File: src/rtl/fir_mac_sequencer.sv
// rtl/fir_mac_sequencer.sv - FIR MAC control sequencer: buffer/coef addressing, interleaved accumulate, partial-sum reduce
module fir_mac_sequencer #(
  parameter int TAPS    = 64,
  parameter int AW      = 6,
  parameter int MUL_LAT = 4,
  parameter int ALU_LAT = 5,
  parameter int PW      = 3
) (
  input  logic          clk_fast,
  input  logic          rst_n,
  input  logic          valid_in_i,
  output logic          in_ready_o,
  output logic          sample_drop_o,
  input  logic          cload_i,
  input  logic [AW-1:0] caddr_i,
  output logic          cload_err_o,
  output logic          cmem_we_o,
  output logic [AW-1:0] cmem_addr_o,
  output logic          dmem_wr_o,
  output logic [AW-1:0] dmem_addr_o,
  output logic          mul_issue_o,
  output logic          add_issue_o,
  output logic [1:0]    add_a_sel_o,
  output logic [1:0]    add_b_sel_o,
  output logic          add_norm_o,
  output logic          preg_wr_o,
  output logic [PW-1:0] preg_waddr_o,
  output logic [PW-1:0] preg_raddr_o,
  output logic          dout_valid_o,
  output logic          busy_o
);
  localparam int MAC_LEN = TAPS + MUL_LAT;
  localparam int RED_LEN = (ALU_LAT - 1) * ALU_LAT;
  localparam int CNT_MAX = (MAC_LEN > RED_LEN) ? MAC_LEN : RED_LEN;
  localparam int CW      = $clog2(CNT_MAX + 1);

  localparam logic [CW-1:0] C_TAPS      = CW'(TAPS);
  localparam logic [CW-1:0] C_MAC_END   = CW'(MAC_LEN - 1);
  localparam logic [CW-1:0] C_DRAIN_END = CW'(ALU_LAT - 1);
  localparam logic [CW-1:0] C_RED_END   = CW'(RED_LEN - 1);
  localparam logic [CW-1:0] C_MUL       = CW'(MUL_LAT);
  localparam logic [CW-1:0] C_BSEL      = CW'(MUL_LAT + ALU_LAT);
  localparam logic [CW-1:0] C_ALU       = CW'(ALU_LAT);
  localparam logic [CW-1:0] C_LAST_I    = CW'(ALU_LAT - 2);
  localparam logic [AW-1:0] A_LAST      = AW'(TAPS - 1);

  typedef enum logic [2:0] {S_IDLE, S_LOAD, S_MAC, S_DRAIN, S_REDUCE, S_DONE} state_t;

  state_t        state_q, state_d;
  logic [CW-1:0] cnt_q, cnt_d;
  logic [AW-1:0] wptr_q, wptr_d;
  logic [AW-1:0] dptr_q, dptr_d;
  logic [CW-1:0] red_idx, red_ph;

  logic          mul_issue_q, mul_issue_d, add_issue_q, add_issue_d;
  logic [1:0]    add_a_sel_q, add_a_sel_d, add_b_sel_q, add_b_sel_d;
  logic          add_norm_q, add_norm_d, preg_wr_q, preg_wr_d;
  logic [PW-1:0] preg_waddr_q, preg_waddr_d, preg_raddr_q, preg_raddr_d;
  logic          dmem_wr_q, dmem_wr_d, dout_valid_q, dout_valid_d;
  logic [AW-1:0] dmem_addr_q, dmem_addr_d, cmem_addr_q, cmem_addr_d;
  logic          idle;

  always_comb begin
    state_d = state_q;
    cnt_d   = cnt_q + CW'(1);
    wptr_d  = wptr_q;
    dptr_d  = dptr_q;
    case (state_q)
      S_IDLE: begin
        cnt_d = '0;
        if (valid_in_i) state_d = S_LOAD;
      end
      S_LOAD: begin
        state_d = S_MAC;
        cnt_d   = '0;
        wptr_d  = (wptr_q == A_LAST) ? '0 : wptr_q + AW'(1);
        dptr_d  = wptr_q;
      end
      S_MAC: begin
        // walk backwards from the newest sample, wrapping inside TAPS
        dptr_d = (dptr_q == '0) ? A_LAST : dptr_q - AW'(1);
        if (cnt_q == C_MAC_END) begin
          state_d = S_DRAIN;
          cnt_d   = '0;
        end
      end
      S_DRAIN: begin
        if (cnt_q == C_DRAIN_END) begin
          state_d = S_REDUCE;
          cnt_d   = '0;
        end
      end
      S_REDUCE: begin
        if (cnt_q == C_RED_END) begin
          state_d = S_DONE;
          cnt_d   = '0;
        end
      end
      default: begin
        state_d = S_IDLE;
        cnt_d   = '0;
      end
    endcase
  end

  assign red_idx = cnt_d / C_ALU;
  assign red_ph  = cnt_d % C_ALU;

  // Outputs are decoded from the next state so the registers line up with state_q.
  always_comb begin
    mul_issue_d  = 1'b0;
    add_issue_d  = 1'b0;
    add_a_sel_d  = 2'd0;
    add_b_sel_d  = 2'd0;
    add_norm_d   = 1'b0;
    preg_wr_d    = 1'b0;
    preg_waddr_d = '0;
    preg_raddr_d = '0;
    dmem_wr_d    = 1'b0;
    dmem_addr_d  = '0;
    cmem_addr_d  = '0;
    dout_valid_d = 1'b0;
    case (state_d)
      S_LOAD: begin
        dmem_wr_d   = 1'b1;
        dmem_addr_d = wptr_q;
      end
      S_MAC: begin
        if (cnt_d < C_TAPS) begin
          mul_issue_d = 1'b1;
          cmem_addr_d = AW'(cnt_d);
          dmem_addr_d = dptr_d;
        end
        if (cnt_d >= C_MUL) begin
          add_issue_d = 1'b1;
          add_b_sel_d = (cnt_d >= C_BSEL) ? 2'd1 : 2'd0;
        end
      end
      S_DRAIN: begin
        preg_wr_d    = 1'b1;
        preg_waddr_d = PW'(cnt_d);
      end
      S_REDUCE: begin
        if (red_ph == '0) begin
          add_issue_d  = 1'b1;
          add_b_sel_d  = 2'd2;
          add_a_sel_d  = (red_idx == '0) ? 2'd2 : 2'd1;
          preg_raddr_d = PW'(red_idx + CW'(1));
          add_norm_d   = (red_idx == C_LAST_I);
        end
      end
      S_DONE: dout_valid_d = 1'b1;
      default: ;
    endcase
  end

  always_ff @(posedge clk_fast or negedge rst_n) begin
    if (!rst_n) begin
      state_q      <= S_IDLE;
      cnt_q        <= '0;
      wptr_q       <= '0;
      dptr_q       <= '0;
      mul_issue_q  <= 1'b0;
      add_issue_q  <= 1'b0;
      add_a_sel_q  <= 2'd0;
      add_b_sel_q  <= 2'd0;
      add_norm_q   <= 1'b0;
      preg_wr_q    <= 1'b0;
      preg_waddr_q <= '0;
      preg_raddr_q <= '0;
      dmem_wr_q    <= 1'b0;
      dmem_addr_q  <= '0;
      cmem_addr_q  <= '0;
      dout_valid_q <= 1'b0;
    end else begin
      state_q      <= state_d;
      cnt_q        <= cnt_d;
      wptr_q       <= wptr_d;
      dptr_q       <= dptr_d;
      mul_issue_q  <= mul_issue_d;
      add_issue_q  <= add_issue_d;
      add_a_sel_q  <= add_a_sel_d;
      add_b_sel_q  <= add_b_sel_d;
      add_norm_q   <= add_norm_d;
      preg_wr_q    <= preg_wr_d;
      preg_waddr_q <= preg_waddr_d;
      preg_raddr_q <= preg_raddr_d;
      dmem_wr_q    <= dmem_wr_d;
      dmem_addr_q  <= dmem_addr_d;
      cmem_addr_q  <= cmem_addr_d;
      dout_valid_q <= dout_valid_d;
    end
  end

  // Coefficient writes and error pulses respond in the same cycle as the request.
  assign idle          = (state_q == S_IDLE);
  assign in_ready_o    = idle;
  assign busy_o        = ~idle;
  assign sample_drop_o = valid_in_i & ~idle;
  assign cload_err_o   = cload_i & ~idle;
  assign cmem_we_o     = cload_i & idle;
  assign cmem_addr_o   = (cload_i & idle) ? caddr_i : cmem_addr_q;
  assign dmem_wr_o     = dmem_wr_q;
  assign dmem_addr_o   = dmem_addr_q;
  assign mul_issue_o   = mul_issue_q;
  assign add_issue_o   = add_issue_q;
  assign add_a_sel_o   = add_a_sel_q;
  assign add_b_sel_o   = add_b_sel_q;
  assign add_norm_o    = add_norm_q;
  assign preg_wr_o     = preg_wr_q;
  assign preg_waddr_o  = preg_waddr_q;
  assign preg_raddr_o  = preg_raddr_q;
  assign dout_valid_o  = dout_valid_q;
endmodule

File: config.mk
export PLATFORM = sky130hd
export DESIGN_NAME = fir_mac_sequencer
export DESIGN_NICKNAME = d
export VERILOG_FILES = /design/src/rtl/fir_mac_sequencer.sv
export SDC_FILE = /design/constraint.sdc
export NUM_CORES = 1
export LEC_CHECK = 0
export ABC_AREA = 1
export BUFFER_PORTS_ARGS = -buffer_cell sky130_fd_sc_hd__buf_2
export CORE_ASPECT_RATIO = 2
export CORE_MARGIN = 5
export CORE_UTILIZATION = 61
export CTS_BUF_LIST = sky130_fd_sc_hd__clkbuf_16
export DETAILED_ROUTE_END_ITERATION = 10
export GPL_ROUTABILITY_DRIVEN = 0
export PLACE_DENSITY_LB_ADDON = 0.15
export SLEW_MARGIN = 10
export SYNTH_ARGS = -nofsm -noshare
export SYNTH_HDL_FRONTEND = slang
export SYNTH_SLANG_ARGS = --single-unit
File: constraint.sdc
create_clock -name clk_fast -period 10.32 [get_ports clk_fast]
set_input_delay 1.032 -clock clk_fast [delete_from_list [all_inputs] [get_ports clk_fast]]
set_output_delay 1.032 -clock clk_fast [all_outputs]
set_load 0.01 [all_outputs]
==> summary.md <==
| Metric | Value |
|---|---|
| Core Area | 0.00455 sq mm |
| Post-CTS setup buffer count | 0 |
| DP HPWL | 5520 microns |
| Peak supply drop | 0.102 mV |
| Critical path capture point type | flip-flop |
| Mapped Area | 0.00280 sq mm |
| Hold WS | 535 ps |
| Clock-pin slew on the worst setup and hold paths | 60 ps |
| Min Tclk post-route | 3700 ps |
| I/O pin count | 43 |
| Worst Path Arrival | 3880 ps |
| PwrDens | 111 mW/mm^2 |
| Finish-stage setup viols | 0 |
| Number of diodes | 0 |
| Commonest non-fill, non-tap cells in the layout | 70 x nand2_1, 59 x inv_1, 50 x dfrtp_1 |
| Number of synthesized flops with an enable pin | 0 |
| Number of detailed-routing iterations run before antenna repair | 4 |
| Share of async-settable or async-resettable flops after synthesis | 100% |
| Port bufs | 42 |
| Highest routed layer | met4 |
| DR iter-0 viols | 91 |
| Post-DRT Antenna Nets | 0 |
| Clock Tree Buf Depth | 2 |
| Met2 WL | 4130 microns |
| Startpoint Class | flip-flop |
| Vias in the first global route | 2543 |
| Largest net degree at the start of global routing | 51 |
| Psw | 0.0708 mW |
| Final worst path period share | 35.9% |
| Hold crit path type | reg -> reg |
| Chip Width | 57.9 microns |
| Pint | 0.287 mW |
| CTS tree | built |
| Sw frac | 19.8% |
| Synth top area cells | dfrtp_1 45%, nand2_1 9.4%, inv_1 7.8% |
| Clock Latency Late Sink | 280 ps |
| Grt ovf | 0 |
| Full die area | 0.00613 sq mm |
| Initial antenna violation count | 0 |
| Routed wire length | 6810 microns |
| H-tree lvl count | 2 |
| Slew Viols, Final | 0 |
| Clk_skew | 6.39 ps |
| Fmax | 0.270 GHz |
| Initial core utilization | 61.5% |
| Nets | 423 |
| Remaining routing DRC violations | 0 |
| Final count of hold timing violations | 0 |
| Total Routing Usage GR | 23.8% |
| YS warnings | 0 |
| CTS root buf | clkbuf_16 |
| Height of the die | 106 microns |
| Met1 Wirelength | 2050 microns |
| Syn_nets | 374 |
| Worst rel slew slack | 46.4% |
| Layout cell share with drive strength beyond 1 | 22.8% |
| Post-CTS sizing | 0 |
| First-pass GRT wire length | 11200 microns |
| Worst Path Max Fanout | 8 |
| Setup CP Type | reg -> reg |
| Clock network power share | 43.4% |
| Fillers | 407 |
| Max-Cap Viols | 0 |
| Comb power frac | 1.7% |
| Yosys reg bits | 50 |
| Post-synth top area share | 44.7% |
| Synthesized area per cell | 7.91 sq um |
| Total negative setup slack | 0 ps |
| CTS Buf Count | 5 |
| Via count | 2479 |
| Synth Flop Type | dfrtp_1 |
| Syn Inst Count | 354 |
| Clock sink count | 50 |
| Outcome | finished, final reports clean |
| Synth cell types | 33 |
| Area Overhead vs Synth | 15.1% |
| Sequential power share | 54.8% |
| R2R setup slack | 6620 ps |
| DR WL/cell | 14.8 microns |
| RSZ-0062 raised after global routing | no |
| Worst slew pin tran | 797 ps |
| Sequential share of the synthesized area | 44.7% |
| Row count | 35 |
| Most common cell after layout, fill and taps aside | nand2_1 |
| Largest area contributor in the netlist | dfrtp_1 |
| Leakage | 1.77 nW |
| WL met3 | 169 microns |
| CP required | 10500 ps |
| Hold_buf cts | 0 |
| Vias/cell | 5.40 |
==> synthesized netlist by cell type (3+ instances only) <==
cell type   n
nand2_2    10
nor2_2     10
nand3_4     3
a31oi_1     3
ha_1       10
nor2_1     39
nand3_1    31
nor3_1      6
inv_1      58
nand2_4     3
dfrtp_1    50
o22ai_1     3
nand4_1     5
a21oi_1     7
inv_2      12
xor2_1      4
nand2_1    70
o21ai_0     9
==> per-stage QoR <==
step / power, mW / cell area (sq um) / util, % / worst slack (ps) / instances
4_1_cts: 0.360 / 3220 / 70.7 / 6620 / 459
2_1_floorplan: 0.200 / 2800 / - / 7000 / 354
6_report: 0.357 / 3220 / 70.8 / 6620 / 459
3_5_place_dp: 0.206 / 3080 / 67.6 / 6640 / 451
5_1_grt: 0.369 / 3220 / 70.8 / 6260 / 459
3_3_place_gp: 0.206 / 3080 / 67.6 / 6780 / 451
==> state kept, by name (all words and copies together), names as in the netlist, 2 cells and up <==
register and count:
add_a_sel_o 2, cnt_q 7, preg_raddr_o 3, state_q 3, add_b_sel_o 2, wptr_q 6, dmem_addr_o 6, preg_waddr_o 3
cmem_addr_q 6, dptr_q 6
==> per-layer routing <==
layer  GRT usage (%)  up-vias
met5               0        -
met1            20.8     1173
met3            2.33       35
li1                -     1205
met4            15.9        0
met2            46.9       66
==> cell type report <==
class	count	area, sq um	share of cell area [%]
Clock buffer	5	125	3.88
Clock inverter	3	17.5	0.543
Inverter	70	263	8.15
Multi-Input combinational cell	234	1290	39.9
Sequential cell	50	1250	38.8
Tap cell	55	68.8	2.13
Timing Repair Buffer	42	213	6.60
==> path summary, 6_finish.rpt <==
check,to,cells after the start,from
max in group asynchronous,add_a_sel_o[1],1,rst_n
min reg2reg,dptr_q[1],2,dptr_q[1]
max reg2reg,preg_raddr_o[2],26,cnt_q[0]
max,preg_raddr_o[2],26,cnt_q[0]
min,dptr_q[1],2,dptr_q[1]
min in group asynchronous,dptr_q[2],1,rst_n
==> worst max-delay path, stage by stage (launching register included) <==
cell and delay [ps]:
dfrtp_1 440, ha_1 280, inv_1 80, nor2_2 120
nand3_1 130, nand2_2 100, nand3_4 120, nand2_2 190
nand3_2 110, nand2_2 70, nand3_1 130, nand3_2 140
nand2_4 80, nand2_4 80, nand2_1 60, nand2_2 100
inv_2 60, nand2_2 70, nand3_4 100, nand2_1 90
nand2_1 90, ha_1 180, o21ai_0 150, nand3_1 140
ha_1 240, xnor2_1 180, nor2_2 60
==> power by group through the flow <==
stage | registers, mW | clock network, mW | logic (mW)
2_1_floorplan | 0.200 | 0 | 0.000642
3_3_place_gp | 0.200 | 0 | 0.00626
3_5_place_dp | 0.200 | 0 | 0.00644
4_1_cts | 0.196 | 0.157 | 0.00646
5_1_grt | 0.196 | 0.166 | 0.00743
6_report | 0.196 | 0.155 | 0.00624
==> cell families (layout without fill, tap and decap cells) <==
kind of cell	count (synthesis)	in the layout	synth area share (%)
AND/OR/NAND/NOR	184	184	31.9
AO/OA/AOI/OAI	33	33	7.06
XOR/XNOR	7	7	2.46
adder cells (fa/ha/maj)	10	10	4.47
buffers and inverters	70	120	9.38
flip-flops	50	50	44.7
(Power assumes the default switching activity.)
